==> src/rtl/nexys_starship_pkg.sv <==
// Shared BCD constants and helpers for the starship game clock.
// Latency: none (package only).
// Backpressure: none (package only).
package nexys_starship_pkg;

    localparam int              BCD_W        = 4;
    localparam logic [BCD_W-1:0] DIGIT_MAX    = 4'd9;
    localparam logic [BCD_W-1:0] SEC_TENS_MAX = 4'd5;

    // A BCD digit is usable only if it does not exceed the digit's own ceiling
    function automatic logic bcd_valid(input logic [BCD_W-1:0] digit,
                                       input logic [BCD_W-1:0] lim);
        return digit <= lim;
    endfunction

endpackage

==> src/rtl/bcd_digit_counter.sv <==
// One BCD digit of the game clock with load, increment and decrement.
// Latency: value updates on the clock edge after an enable; status flags are combinational from the register.
// Backpressure: none; the enables are single-cycle commands from the parent.
module bcd_digit_counter
    import nexys_starship_pkg::*;
#(
    parameter logic [BCD_W-1:0] MAX = DIGIT_MAX
) (
    input  logic             i_clk,
    input  logic             i_rst_n,
    input  logic             i_clr,
    input  logic             i_load,
    input  logic [BCD_W-1:0] i_load_val,
    input  logic             i_inc,
    input  logic             i_dec,
    output logic [BCD_W-1:0] o_val,
    output logic             o_at_max,
    output logic             o_at_zero
);

    logic [BCD_W-1:0] r_val;

    // Digit register: clear beats load beats count; inc rolls MAX->0, dec rolls 0->MAX
    always_ff @(posedge i_clk or negedge i_rst_n) begin
        if (!i_rst_n) begin
            r_val <= '0;
        end else if (i_clr) begin
            r_val <= '0;
        end else if (i_load) begin
            r_val <= i_load_val;
        end else if (i_inc) begin
            r_val <= (r_val == MAX) ? '0 : r_val + BCD_W'(1);
        end else if (i_dec) begin
            r_val <= (r_val == '0) ? MAX : r_val - BCD_W'(1);
        end
    end

    // The next digit up carries when this one is at MAX, borrows when it is at zero
    assign o_val     = r_val;
    assign o_at_max  = (r_val == MAX);
    assign o_at_zero = (r_val == '0);

endmodule

==> src/rtl/nexys_starship_game_timer.sv <==
// BCD game clock M..M:SS with prescaler, up/down count, pause, load, saturate/wrap and expiry flags.
// Latency: tick is combinational on prescaler terminal; time shows next cycle; level/pulse flags registered one cycle later.
// Backpressure: none; run=0 freezes the prescaler, clear/load pre-empt counting for that cycle.
module nexys_starship_game_timer
    import nexys_starship_pkg::*;
#(
    parameter int CLK_HZ     = 100_000_000,
    parameter int TICK_HZ    = 1,
    parameter int MIN_DIGITS = 1,
    parameter int SATURATE   = 1
) (
    input  logic                        i_clk,
    input  logic                        i_rst_n,
    input  logic                        i_run,
    input  logic                        i_clear,
    input  logic                        i_load,
    input  logic                        i_mode_down,
    input  logic [BCD_W*MIN_DIGITS-1:0] i_load_min,
    input  logic [7:0]                  i_load_sec,
    output logic [BCD_W*MIN_DIGITS-1:0] o_min_bcd,
    output logic [BCD_W-1:0]            o_sec_tens,
    output logic [BCD_W-1:0]            o_sec_ones,
    output logic                        o_tick,
    output logic                        o_expired,
    output logic                        o_expire_pulse,
    output logic                        o_at_limit,
    output logic                        o_wrap_pulse,
    output logic                        o_load_err
);

    localparam int              TERM   = CLK_HZ / TICK_HZ - 1;
    localparam int              PRE_W  = (TERM < 1) ? 1 : $clog2(TERM + 1);
    localparam logic [PRE_W-1:0] TERM_C = PRE_W'(TERM);
    // Digit 0 = seconds ones, 1 = seconds tens, 2.. = minutes (least significant first)
    localparam int              N_DIG  = MIN_DIGITS + 2;

    function automatic logic [BCD_W-1:0] f_dmax(input int idx);
        return (idx == 1) ? SEC_TENS_MAX : DIGIT_MAX;
    endfunction

    logic [PRE_W-1:0] r_presc;
    logic             r_expired, r_expire_pulse, r_at_limit, r_wrap_pulse, r_load_err;

    logic [BCD_W-1:0] w_val    [N_DIG];
    logic [BCD_W-1:0] w_ld_val [N_DIG];
    logic             w_at_max [N_DIG];
    logic             w_at_zero[N_DIG];
    logic             w_inc    [N_DIG];
    logic             w_dec    [N_DIG];
    logic             w_load_ok, w_ld, w_zero, w_max, w_one;
    logic             w_tick, w_up_en, w_dn_en, w_wrap;

    assign w_ld_val[0] = i_load_sec[3:0];
    assign w_ld_val[1] = i_load_sec[7:4];
    assign o_sec_ones  = w_val[0];
    assign o_sec_tens  = w_val[1];

    genvar gi;
    generate
        for (gi = 0; gi < MIN_DIGITS; gi++) begin : g_min_map
            assign w_ld_val[gi+2]             = i_load_min[BCD_W*gi +: BCD_W];
            assign o_min_bcd[BCD_W*gi +: BCD_W] = w_val[gi+2];
        end
        for (gi = 0; gi < N_DIG; gi++) begin : g_dig
            bcd_digit_counter #(.MAX(f_dmax(gi))) u_dig (
                .i_clk      (i_clk),
                .i_rst_n    (i_rst_n),
                .i_clr      (i_clear),
                .i_load     (w_ld),
                .i_load_val (w_ld_val[gi]),
                .i_inc      (w_inc[gi]),
                .i_dec      (w_dec[gi]),
                .o_val      (w_val[gi]),
                .o_at_max   (w_at_max[gi]),
                .o_at_zero  (w_at_zero[gi])
            );
        end
    endgenerate

    // Load validation, time status, tick qualification and the carry/borrow ripple
    always_comb begin
        logic up_c, dn_c;
        w_load_ok = 1'b1;
        w_zero    = 1'b1;
        w_max     = 1'b1;
        w_one     = (w_val[0] == BCD_W'(1));
        for (int i = 0; i < N_DIG; i++) begin
            if (!bcd_valid(w_ld_val[i], f_dmax(i))) w_load_ok = 1'b0;
            if (!w_at_zero[i])                      w_zero    = 1'b0;
            if (!w_at_max[i])                       w_max     = 1'b0;
            if (i != 0 && !w_at_zero[i])            w_one     = 1'b0;
        end
        w_ld    = i_load && !i_clear && w_load_ok;
        w_tick  = i_run && !i_clear && !i_load && (r_presc == TERM_C);
        // Saturating mode simply drops the tick at max; down mode drops it at zero
        w_up_en = w_tick && !i_mode_down && !((SATURATE != 0) && w_max);
        w_dn_en = w_tick && i_mode_down && !w_zero;
        up_c    = w_up_en;
        dn_c    = w_dn_en;
        for (int i = 0; i < N_DIG; i++) begin
            w_inc[i] = up_c;
            w_dec[i] = dn_c;
            up_c     = up_c && w_at_max[i];
            dn_c     = dn_c && w_at_zero[i];
        end
        // A carry out of the top digit means every digit rolled over to zero
        w_wrap = up_c;
    end

    // Prescaler: restarts on clear/accepted load, holds on pause or rejected load
    always_ff @(posedge i_clk or negedge i_rst_n) begin
        if (!i_rst_n) begin
            r_presc <= '0;
        end else if (i_clear || w_ld || w_tick) begin
            r_presc <= '0;
        end else if (i_run && !i_load) begin
            r_presc <= r_presc + PRE_W'(1);
        end
    end

    // Status levels follow the current time one cycle late; pulses mark this cycle's events
    always_ff @(posedge i_clk or negedge i_rst_n) begin
        if (!i_rst_n) begin
            r_expired      <= 1'b0;
            r_at_limit     <= 1'b0;
            r_expire_pulse <= 1'b0;
            r_wrap_pulse   <= 1'b0;
            r_load_err     <= 1'b0;
        end else begin
            r_expired      <= i_mode_down && w_zero;
            r_at_limit     <= !i_mode_down && w_max;
            r_expire_pulse <= w_dn_en && w_one;
            r_wrap_pulse   <= w_wrap;
            r_load_err     <= i_load && !i_clear && !w_load_ok;
        end
    end

    assign o_tick         = w_tick;
    assign o_expired      = r_expired;
    assign o_at_limit     = r_at_limit;
    assign o_expire_pulse = r_expire_pulse;
    assign o_wrap_pulse   = r_wrap_pulse;
    assign o_load_err     = r_load_err;

endmodule
==> config.mk <==
export PLATFORM = sky130hd
export DESIGN_NAME = nexys_starship_game_timer
export DESIGN_NICKNAME = d
export VERILOG_FILES = /design/src/rtl/nexys_starship_pkg.sv /design/src/rtl/bcd_digit_counter.sv /design/src/rtl/nexys_starship_game_timer.sv
export SDC_FILE = /design/constraint.sdc
export NUM_CORES = 1
export LEC_CHECK = 0
export BUFFER_PORTS_ARGS = -buffer_cell sky130_fd_sc_hd__buf_2
export CORE_MARGIN = 5
export CORE_UTILIZATION = 36
export CTS_BUF_LIST = sky130_fd_sc_hd__clkbuf_2
export CTS_CLUSTER_SIZE = 30
export DETAILED_ROUTE_END_ITERATION = 10
export MAX_ROUTING_LAYER = met4
export PLACE_DENSITY_LB_ADDON = 0.3
export SETUP_SLACK_MARGIN = 0.3
export SYNTH_ARGS = -nofsm -noshare
export SYNTH_HDL_FRONTEND = slang
export SYNTH_SLANG_ARGS = --single-unit
==> constraint.sdc <==
create_clock -name i_clk -period 5.2 [get_ports i_clk]
set_input_delay 1.04 -clock i_clk [delete_from_list [all_inputs] [get_ports i_clk]]
set_output_delay 1.04 -clock i_clk [all_outputs]
set_load 0.02 [all_outputs]
* Word-level counts from Yosys, hierarchy flattened
Index checks and enable logic that the tools add are counted.
Cells by class: $add $sub $neg 7, $lt $le $gt $ge 3, equal/unequal tests 5, mux-type cells 31, reduce and logical (&&, ||, !) cells 34
Operator list (number):
- 2-to-1 mux 4 bit | 18
- 2-to-1 mux 27 bit | 2
- adder 27 x 1 -> 27 bit (second input constant) | 1
- == test 27 bit (second input constant) | 1
- logical AND 1 bit | 19
- adder 4 x 1 -> 4 bit (second input constant) | 3
- zero test 4 bit | 3
- nonzero test 4 bit | 3
- subtractor 4 x 1 -> 4 bit (second input constant) | 3
- 2-to-1 mux 1 bit | 11
- == test 4 bit (second input constant) | 2
- less-or-equal comparator 4 bit (second input constant) | 2
- zero test 1 bit | 6
- == test 4 x 1 -> 1 bit (second input constant) | 1
- == test 4 x 3 -> 1 bit (second input constant) | 1
- less-or-equal comparator 4 x 3 -> 1 bit (second input constant) | 1
- logical OR 1 bit | 2
- nonzero test 2 bit | 1
Word-level totals: bits in registers 44, bits of input ports 18, word-level logic and storage cells 89

* Logic depth before layout (Yosys ltp)
Gate-level depths: netlist of the first run.
word-level depth 12, gate-level depth with buffers 10

* Modules after synthesis
From an unflattened synthesis of the first run, not the netlist that was laid out.
Unflattened totals: cell total of the unflattened synthesis 373, area total of the unflattened synthesis 3219.3 µm²
By module, submodules not included:
- nexys_starship_game_timer | times used 1, cells each 202, area each 1868.0 µm²
- bcd_digit_counter (g_dig[0].u_dig ...) | times used 2, cells each 59, area each 469.2 µm²
- bcd_digit_counter (g_dig[1].u_dig) | times used 1, cells each 53, area each 412.9 µm²

* Worst setup path before layout of the first run
Ideal clock, no wire load.
path kind input-to-reg, start input i_clear, end register r_presc[26], arrival time 2810 ps, required time 5122 ps, slack 2312 ps, cell stages on the path 8, buffers on the path 2, cell sequence clkbuf_1 nor4_2 and3_1 buf_6 o31ai_4 or3_4 or3_1 a21oi_1
Between the ends: word-level cells in the longest chain between the ends 6, elaborated cells between the ends (all ways) 10, those cells by class 1 x mux; 9 x reduce/logical
Ends and longest elaborated chain:
- start, declared | RTL line nexys_starship_game_timer.sv:15 | input logic i_clear,
- zero test 1 bit (*) | RTL line nexys_starship_game_timer.sv:94 | w_tick = i_run && !i_clear && !i_load && (r_presc == TERM_C);
- logical AND 1 bit (*) (3 in a row) | RTL line nexys_starship_game_timer.sv:94
- via o_tick | RTL line nexys_starship_game_timer.sv:23 | output logic o_tick,
- logical OR 1 bit (*) | RTL line nexys_starship_game_timer.sv:114 | end else if (i_clear || w_ld || w_tick) begin
- 2-to-1 mux 27 bit / nonzero test 2 bit (equally long branches)
- end signal, assigned | RTL line nexys_starship_game_timer.sv:117 | r_presc <= r_presc + PRE_W'(1);
- end, declared | RTL line nexys_starship_game_timer.sv:41 | logic [PRE_W-1:0] r_presc;
Mark *: on every way through the listed nets, which the timed path passes. The rest lies on a longest branch. A chain may end at the register's enable or synchronous reset.

* Worst setup path in the final report of the first run
start input i_load, end output o_tick
Between the ends: word-level cells in the longest chain between the ends 3
Ends and longest elaborated chain:
- start, declared | RTL line nexys_starship_game_timer.sv:16 | input logic i_load,
- zero test 1 bit | RTL line nexys_starship_game_timer.sv:94
- logical AND 1 bit (2 in a row) | RTL line nexys_starship_game_timer.sv:94
- end, declared | RTL line nexys_starship_game_timer.sv:23
Every way passes these cells.

==> flow_summary.html, run 1 <==
<table>
<tr><th>Metric</th><th>Value</th></tr>
<tr><th colspan="2">Layout</th></tr>
<tr><td>Most common library cell in the layout ignoring fill and taps</td><td>sky130_fd_sc_hd__nor2_1</td></tr>
<tr><td>Most frequent cells in the layout</td><td>sky130_fd_sc_hd__nor2_1 (45), sky130_fd_sc_hd__dfrtp_1 (44), sky130_fd_sc_hd__buf_2 (35)</td></tr>
<tr><td>Fraction of final layout cells sized beyond drive strength 1</td><td>15.2%</td></tr>
<tr><td>FILL cells</td><td>824</td></tr>
<tr><td>Final #Nets</td><td>~380</td></tr>
<tr><td>Antenna cells</td><td>0</td></tr>
<tr><td>Layout Area Growth over Synthesis</td><td>9.41%</td></tr>
<tr><th colspan="2">Logic synthesis</th></tr>
<tr><td>Number of enable flip-flop cells after synthesis</td><td>0</td></tr>
<tr><td>Mapped Cells</td><td>between 300 and 400</td></tr>
<tr><td>Synthesized area divided by synthesized cell count</td><td>8.89 um^2</td></tr>
<tr><td>Commonest register cell after synthesis</td><td>sky130_fd_sc_hd__dfrtp_1</td></tr>
<tr><td>Post-Synthesis Net Count</td><td>354</td></tr>
<tr><td>Post-synthesis sequential area ratio</td><td>a little under two fifths</td></tr>
<tr><td>Post-synthesis instance area</td><td>around 0.0029 mm^2</td></tr>
<tr><td>Ys Warns</td><td>0</td></tr>
<tr><td>Register bit count reported by yosys</td><td>between 40 and 50</td></tr>
<tr><td>Share of flip-flops with an asynchronous set or reset after synthesis</td><td>between 90% and 100%</td></tr>
<tr><td>Distinct cell type count after synthesis</td><td>64</td></tr>
<tr><th colspan="2">STA</th></tr>
<tr><td>Period Utilization, post-route</td><td>between 60% and 70%</td></tr>
<tr><td>Slew at the pin closest to its max-slew limit</td><td>~1.0 ns</td></tr>
<tr><td>Final setup viols</td><td>0</td></tr>
<tr><td>Normalized max-slew margin</td><td>between 30 and 40%</td></tr>
<tr><td>Slew Limit Fails</td><td>0</td></tr>
<tr><td>Final hold violation count</td><td>0</td></tr>
<tr><td>Final total negative setup slack</td><td>0 ns</td></tr>
<tr><td>Fmax</td><td>295 MHz</td></tr>
<tr><td>Worst setup skew after layout</td><td>about 0.023 ns</td></tr>
<tr><td>Post-layout min period</td><td>about 3.4 ns</td></tr>
<tr><td>Setup repair after global routing missed its margin</td><td>false</td></tr>
<tr><th colspan="2">Power and ir drop</th></tr>
<tr><td>Static power due to leakage</td><td>around 1.3 nW</td></tr>
<tr><td>Worst ir drop on vdd</td><td>between 100 and 150 uV</td></tr>
<tr><td>Power Total</td><td>between 0.0008 and 0.0009 W</td></tr>
<tr><td>Pwr per Cell Area</td><td>260 mW/mm^2</td></tr>
<tr><th colspan="2">Worst setup path</th></tr>
<tr><td>Worst path buffer plus inverter count</td><td>2</td></tr>
<tr><td>Maximum fanout count along the critical path</td><td>8</td></tr>
<tr><td>Type of the setup path with the least slack</td><td>primary input to output pin</td></tr>
<tr><td>Kind of start point of the critical path</td><td>primary input</td></tr>
<tr><td>Peak per-stage delay on the critical path</td><td>between 0.3 and 0.4 ns</td></tr>
<tr><td>Sequence of cells on the critical path</td><td>buf_2 -&gt; and3b_4 -&gt; and3_4 -&gt; and3_1 -&gt; buf_2</td></tr>
<tr><td>Family with the most delay on the worst path</td><td>simple AND/OR/NAND/NOR gates</td></tr>
<tr><td>Data required, critical path</td><td>4.16 ns</td></tr>
<tr><td>Master of the slowest instance on the critical path</td><td>sky130_fd_sc_hd__and3_1</td></tr>
<tr><td>Critical Path End Type</td><td>output pin</td></tr>
<tr><td>Worst path most repeated cell</td><td>sky130_fd_sc_hd__buf_2</td></tr>
<tr><td>Data arrival at the endpoint of the critical path</td><td>2.34 ns</td></tr>
<tr><th colspan="2">GRT</th></tr>
<tr><td>Global-route congestion overflow total</td><td>0</td></tr>
<tr><td>Total global routing track utilization</td><td>roughly 15%</td></tr>
<tr><td>Pin count of the biggest net entering global routing</td><td>45</td></tr>
<tr><td>Initial antenna violation count</td><td>0</td></tr>
<tr><td>Wire length of the first global-routing pass</td><td>~12,000 um</td></tr>
<tr><td>Via count of the first global-routing pass</td><td>~2.4k</td></tr>
<tr><th colspan="2">Clock tree</th></tr>
<tr><td>Worst-skew pair later-pin latency</td><td>between 0.4 and 0.5 ns</td></tr>
<tr><td>CTS tree</td><td>yes</td></tr>
<tr><td>H-Tree Level Count</td><td>2</td></tr>
<tr><td># clock sinks</td><td>44</td></tr>
<tr><td>Hold Buf Count CTS</td><td>0</td></tr>
<tr><td>Post-CTS Setup Inserts</td><td>0</td></tr>
<tr><td>Clock input transition at the sequential cells of the worst setup and hold paths</td><td>between 0.2 and 0.25 ns</td></tr>
<tr><td>Deepest clock path buffer count</td><td>2</td></tr>
<tr><td>Post-CTS sizing</td><td>0</td></tr>
<tr><td>Number of buffers created by CTS</td><td>5</td></tr>
<tr><td>Clock root buffer</td><td>sky130_fd_sc_hd__clkbuf_2</td></tr>
<tr><th colspan="2">Placement</th></tr>
<tr><td># port buffers</td><td>35</td></tr>
<tr><td>HPWL after detailed placement</td><td>between 5000 and 6000 um</td></tr>
<tr><td>Routability congestion estimate from global placement</td><td>around 0.88</td></tr>
<tr><th colspan="2">Routing</th></tr>
<tr><td>Total length of routed wires</td><td>6950 um</td></tr>
<tr><td>Count of vias placed by the detailed router</td><td>approximately 2.5k</td></tr>
<tr><td>Remaining design rule violation count</td><td>0</td></tr>
<tr><td>Initial DRC Count</td><td>94</td></tr>
<tr><td>Antenna violation net count after detailed routing</td><td>0</td></tr>
<tr><td>First-pass detailed-route iteration total</td><td>4</td></tr>
<tr><td>Average wire length per cell after detail routing</td><td>15.2 um</td></tr>
<tr><td>Routed vias/inst</td><td>around 5.4</td></tr>
<tr><th colspan="2">Floorplanning</th></tr>
<tr><td>Core ar.</td><td>between 0.007 and 0.008 mm^2</td></tr>
<tr><td>Placement Rows</td><td>32</td></tr>
<tr><td>Overall die height</td><td>~100 um</td></tr>
<tr><td>Floorplan die width</td><td>99.7 um</td></tr>
<tr><td>Initial standard-cell utilization of the core</td><td>37.3%</td></tr>
<tr><td>Number of top-level pins</td><td>36</td></tr>
<tr><td>Overall die area</td><td>0.00995 mm^2</td></tr>
<tr><th colspan="2">Job</th></tr>
<tr><td># Max-Cap Violations</td><td>0</td></tr>
<tr><th colspan="2">Min path</th></tr>
<tr><td>Type of the worst min-delay path</td><td>flop to flop</td></tr>
<tr><th colspan="2">Run status</th></tr>
<tr><td>Status</td><td>finished clean</td></tr>
</table>
worst min-delay path: cells and delay by family, from the launching register on:
kind	cells	cell delay, ns
simple gates	1	0.08
xor+xnor	1	0.07
flops	1	0.41
sequential cells by signal, indices dropped and copies added, names as in the netlist:
register / flops
g_dig.u_dig.o_val: 12
o_wrap_pulse: 1
o_load_err: 1
r_presc: 27
o_expire_pulse: 1
o_at_limit: 1
o_expired: 1
through the flow:
step           hold slack (ns)  instance area (um^2)  cells  utilization, %  worst slack [ns]
2_1_floorplan            0.498                  2900    326               -              2.31
3_3_place_gp             0.520                  3140    450            40.4              1.87
3_5_place_dp             0.538                  3140    450            40.4              1.84
4_1_cts                  0.584                  3170    457            40.8              1.83
5_1_grt                  0.625                  3170    457            40.8              1.76
6_report                 0.569                  3170    457            40.8              1.82
power by group:
part           internal (W)  switching [W]  leakage [nW]
Sequential         0.000364      0.0000502         0.597
Combinational      0.000110       0.000157         0.718
Clock             0.0000321       0.000111        0.0288
Total              0.000506       0.000318          1.34
synthesized netlist by cell type (all sizes together), types with 4 or more instances:
cell | instances | area [um^2]
nand2b | 4 | 25.0
xnor2 | 15 | 131
and3 | 12 | 80.1
or3 | 6 | 42.5
inv | 13 | 48.8
nand2 | 22 | 82.6
nor4 | 6 | 65.1
nor3b | 4 | 30.0
o31ai | 4 | 43.8
xor2 | 10 | 87.6
dfrtp | 44 | 1100
clkbuf | 10 | 37.5
nand3 | 24 | 120
a21oi | 11 | 55.1
nand4 | 8 | 50.1
ha | 10 | 125
nor2 | 45 | 169
and2 | 4 | 25.0
o211ai | 4 | 30.0
o21ai | 10 | 50.1
nor3 | 11 | 66.3
cell families (layout without fill, tap and decap cells):
group	after synthesis	count (layout)	synth area share [%]
and+or+nand+nor	158	158	29.8
AOI/OAI and AO/OA	58	58	14.9
DFF	44	44	38.0
buffers and inverters	26	55	3.93
xor gates and xnor gates	25	25	7.55
adders and majority gates	10	10	4.32
muxes	4	4	1.42
other	1	1	0.129
cell type report:
type,count,area (um^2),area share (%)
clock inverters,1,5.00,0.158
multi-input cells,256,1680,53.1
well taps,102,128,4.02
repair buffers,35,175,5.52
clock buffers,6,30.0,0.947
flip-flops and latches,44,1100,34.7
inverters,13,48.8,1.54
final timing paths:
check	start	to	slack, ns	depth (start not counted)
setup / recovery	i_load	o_tick	1.82	5
hold / removal	r_presc[7]$_DFFE_PN0P_	r_presc[7]$_DFFE_PN0P_	0.57	2
setup reg to reg	g_dig[2].u_dig.o_val[0]$_DFFE_PN0P_	g_dig[1].u_dig.o_val[2]$_DFFE_PN0P_	2.23	9
hold reg to reg	r_presc[7]$_DFFE_PN0P_	r_presc[7]$_DFFE_PN0P_	0.57	2
max in group asynchronous	i_rst_n	r_presc[25]$_DFFE_PN0P_	3.84	1
min in group asynchronous	i_rst_n	g_dig[0].u_dig.o_val[2]$_DFFE_PN0P_	0.74	1
metal layers:
layer,global-route usage [%],routed length (um)
met2,22.5,3150
met5,-,0
met3,2.45,287
met4,3.99,119
met1,20.7,3390
Note: power is estimated with default switching activity, not from simulation.
==> run 2, diff against run 1 <==
==> constraint.sdc (replaced) <==
create_clock -name i_clk -period 3.1 [get_ports i_clk]
set_input_delay 0.62 -clock i_clk [delete_from_list [all_inputs] [get_ports i_clk]]
set_output_delay 0.62 -clock i_clk [all_outputs]
set_load 0.02 [all_outputs]
==> flow_summary.html, run 2 (same netlist as run 1, synthesis figures left out) <==
<table>
<tr><th>Metric</th><th>Value</th></tr>
<tr><th colspan="2">Clock tree</th></tr>
<tr><td>CTS tree</td><td>yes</td></tr>
<tr><td>Deepest clock path buffer count</td><td>2</td></tr>
<tr><td>Clock input transition at the sequential cells of the worst setup and hold paths</td><td>about 0.24 ns</td></tr>
<tr><td># clock sinks</td><td>44</td></tr>
<tr><td>Worst-skew pair later-pin latency</td><td>about 0.42 ns</td></tr>
<tr><td>Clock root buffer</td><td>sky130_fd_sc_hd__clkbuf_2</td></tr>
<tr><td>Post-CTS Setup Inserts</td><td>0</td></tr>
<tr><td>H-Tree Level Count</td><td>2</td></tr>
<tr><td>Number of buffers created by CTS</td><td>5</td></tr>
<tr><th colspan="2">Job</th></tr>
<tr><td># Max-Cap Violations</td><td>0</td></tr>
<tr><th colspan="2">Run status</th></tr>
<tr><td>Status</td><td>finished clean</td></tr>
<tr><th colspan="2">Floorplanning</th></tr>
<tr><td>Floorplan die width</td><td>approximately 100 um</td></tr>
<tr><td>Placement Rows</td><td>32</td></tr>
<tr><td>Overall die height</td><td>around 100 um</td></tr>
<tr><td>Number of top-level pins</td><td>36</td></tr>
<tr><td>Initial standard-cell utilization of the core</td><td>about 37%</td></tr>
<tr><td>Overall die area</td><td>about 0.0099 mm^2</td></tr>
<tr><td>Core ar.</td><td>approximately 0.0078 mm^2</td></tr>
<tr><th colspan="2">GRT</th></tr>
<tr><td>Total global routing track utilization</td><td>between 10 and 15%</td></tr>
<tr><td>Initial antenna violation count</td><td>0</td></tr>
<tr><td>Via count of the first global-routing pass</td><td>2,415</td></tr>
<tr><td>Pin count of the biggest net entering global routing</td><td>45</td></tr>
<tr><td>Wire length of the first global-routing pass</td><td>approximately 12,000 um</td></tr>
<tr><td>Global-route congestion overflow total</td><td>0</td></tr>
<tr><th colspan="2">STA</th></tr>
<tr><td>Final setup viols</td><td>0</td></tr>
<tr><td>Setup repair after global routing missed its margin</td><td>false</td></tr>
<tr><td>Normalized max-slew margin</td><td>32.4%</td></tr>
<tr><td>Period Utilization, post-route</td><td>85.7%</td></tr>
<tr><td>Final hold violation count</td><td>0</td></tr>
<tr><td>Slew at the pin closest to its max-slew limit</td><td>1.01 ns</td></tr>
<tr><td>Fmax</td><td>376 MHz</td></tr>
<tr><td>Post-layout min period</td><td>around 2.7 ns</td></tr>
<tr><td>Worst setup skew after layout</td><td>~0.028 ns</td></tr>
<tr><td>Final total negative setup slack</td><td>0 ns</td></tr>
<tr><td>Slew Limit Fails</td><td>0</td></tr>
<tr><th colspan="2">Layout</th></tr>
<tr><td>Antenna cells</td><td>0</td></tr>
<tr><td>Final std cell area, no fill</td><td>0.00327 mm^2</td></tr>
<tr><td>Final core utilization</td><td>between 40% and 50%</td></tr>
<tr><td>Layout Area Growth over Synthesis</td><td>12.6%</td></tr>
<tr><td>Post-route insts no fill</td><td>466</td></tr>
<tr><td>Most frequent cells in the layout</td><td>sky130_fd_sc_hd__nor2_1 (45), sky130_fd_sc_hd__dfrtp_1 (43), sky130_fd_sc_hd__buf_2 (35)</td></tr>
<tr><td>Max FFs per register</td><td>27</td></tr>
<tr><td>Most flops, register</td><td>r_presc</td></tr>
<tr><td>Final #Nets</td><td>391</td></tr>
<tr><td>Most common library cell in the layout ignoring fill and taps</td><td>sky130_fd_sc_hd__nor2_1</td></tr>
<tr><td>Fraction of final layout cells sized beyond drive strength 1</td><td>around 17%</td></tr>
<tr><th colspan="2">Worst setup path</th></tr>
<tr><td>R2r startpoint</td><td>g_dig[0].u_dig.o_val[0]$_DFFE_PN0P_</td></tr>
<tr><td>Critical Path End Type</td><td>output pin</td></tr>
<tr><td>Sequence of cells on the critical path</td><td>ha_1 -&gt; and3b_4 -&gt; and3_4 -&gt; and3_1 -&gt; buf_2</td></tr>
<tr><td>Worst path buffer plus inverter count</td><td>1</td></tr>
<tr><td>Maximum fanout count along the critical path</td><td>6</td></tr>
<tr><td>Data arrival at the endpoint of the critical path</td><td>a little over 2 ns</td></tr>
<tr><td>R2R Path End</td><td>g_dig[1].u_dig.o_val[2]$_DFFE_PN0P_</td></tr>
<tr><td>Family with the most delay on the worst path</td><td>simple AND/OR/NAND/NOR gates</td></tr>
<tr><td>Data required, critical path</td><td>2.48 ns</td></tr>
<tr><td>Reg-to-reg setup timing slack</td><td>roughly 0.52 ns</td></tr>
<tr><td>Peak per-stage delay on the critical path</td><td>about 0.5 ns</td></tr>
<tr><td>Type of the setup path with the least slack</td><td>flop to output pin</td></tr>
<tr><td>FF-to-FF path depth</td><td>9</td></tr>
<tr><td>Master of the slowest instance on the critical path</td><td>sky130_fd_sc_hd__dfrtp_1</td></tr>
<tr><td>Kind of start point of the critical path</td><td>flop</td></tr>
<tr><td>Worst setup path startpoint</td><td>r_presc[1]$_DFFE_PN0P_</td></tr>
<tr><th colspan="2">Power and ir drop</th></tr>
<tr><td>Static power due to leakage</td><td>1.39 nW</td></tr>
<tr><td>Cell Int Power</td><td>between 0.0009 and 0.001 W</td></tr>
<tr><td>Pwr per Cell Area</td><td>455 mW/mm^2</td></tr>
<tr><td>Worst ir drop on vdd</td><td>around 140 uV</td></tr>
<tr><td>Sequential power share</td><td>roughly 47%</td></tr>
<tr><td>Share of total power in combinational logic</td><td>just over 30%</td></tr>
<tr><td>Sw Pwr</td><td>~0.00054 W</td></tr>
<tr><td>Share of power burned in the clock network</td><td>approximately 23%</td></tr>
<tr><td>Switching share of power</td><td>approximately 37%</td></tr>
<tr><th colspan="2">Routing</th></tr>
<tr><td>Routed vias/inst</td><td>around 5.4</td></tr>
<tr><td>Antenna violation net count after detailed routing</td><td>0</td></tr>
<tr><td>Average wire length per cell after detail routing</td><td>roughly 15 um</td></tr>
<tr><td>Count of vias placed by the detailed router</td><td>between 2k and 3k</td></tr>
<tr><td>Total length of routed wires</td><td>~7100 um</td></tr>
<tr><td>Remaining design rule violation count</td><td>0</td></tr>
<tr><td>Initial DRC Count</td><td>around 120</td></tr>
<tr><td>First-pass detailed-route iteration total</td><td>4</td></tr>
<tr><th colspan="2">Placement</th></tr>
<tr><td>Placed Area</td><td>about 0.0032 mm^2</td></tr>
<tr><td>HPWL after detailed placement</td><td>5340 um</td></tr>
<tr><td>Routability congestion estimate from global placement</td><td>~0.85</td></tr>
<tr><td># port buffers</td><td>35</td></tr>
<tr><td>Placed Cells incl. Taps</td><td>~460</td></tr>
<tr><th colspan="2">Min path</th></tr>
<tr><td>Type of the worst min-delay path</td><td>primary input to asynchronous set/reset pin</td></tr>
</table>
run 2: cell types whose count changed in the layout (fill, tap and decap cells not counted), sizes merged:
cell and delta:
clkbuf -1, bufinv +1, clkinv +1, buf +8
run 2: stage by stage:
step | worst slack [ns] | hold WS, ns | power (W)
after floorplan | 0.632 | 0.324 | 0.00101
after global placement | 0.466 | 0.524 | 0.00116
after detailed placement | 0.380 | 0.548 | 0.00116
after CTS | 0.396 | 0.352 | 0.00150
after global routing | 0.300 | 0.367 | 0.00158
final | 0.443 | 0.329 | 0.00149
run 2: final cells by class:
type / count / area (um^2)
sequential: 44 / 1100
clock buffer: 5 / 25.0
multi-input combinational: 256 / 1680
timing repair buffer: 43 / 235
inverter: 13 / 48.8
fill: 800 / 4500
clock inverter: 3 / 42.5
tap: 102 / 128
run 2: worst register-to-register path: stages (launching register included):
cell,delay [ns]
sky130_fd_sc_hd__dfrtp_1,0.52
sky130_fd_sc_hd__inv_1,0.11
sky130_fd_sc_hd__ha_1,0.26
sky130_fd_sc_hd__nor3b_1,0.18
sky130_fd_sc_hd__a31oi_1,0.24
sky130_fd_sc_hd__nand4_1,0.29
sky130_fd_sc_hd__nor2_1,0.28
sky130_fd_sc_hd__nor3_1,0.09
sky130_fd_sc_hd__buf_4,0.16
sky130_fd_sc_hd__o41ai_1,0.36
run 2: what timing repair did:
item / in CTS / in global routing
gates resized for setup: 0 / 1
hold buffers: 0 / 0
endpoints found under the setup margin: 0 / 1
run 2: power by group through the flow:
| stage | logic [W] | registers (W) | clock network (W) |
|---|---|---|---|
| after floorplan | 0.000306 | 0.000708 | 0 |
| after global placement | 0.000460 | 0.000701 | 0 |
| after detailed placement | 0.000461 | 0.000702 | 0 |
| after CTS | 0.000464 | 0.000691 | 0.000346 |
| after global routing | 0.000508 | 0.000704 | 0.000368 |
| final | 0.000460 | 0.000692 | 0.000335 |
run 2: how the worst max path moves through the flow:
stage | to | slack (ns) | cells past startpoint
after floorplan | r_presc[26]$_DFFE_PN0P_ | 0.63 | 8
after global placement | r_presc[26]$_DFFE_PN0P_ | 0.47 | 8
after detailed placement | g_dig[1].u_dig.o_val[2]$_DFFE_PN0P_ | 0.38 | 8
after CTS | o_tick | 0.40 | 5
after global routing | o_tick | 0.30 | 5
final | o_tick | 0.44 | 5
run 2: metal layers:
| layer | part of all wire [%] | global-route usage [%] |
|---|---|---|
| met1 | 45 | 19.3 |
| met3 | 5.4 | 3.16 |
| met5 | 0 | - |
| met4 | 1.4 | 3.26 |
| met2 | 48 | 24.0 |
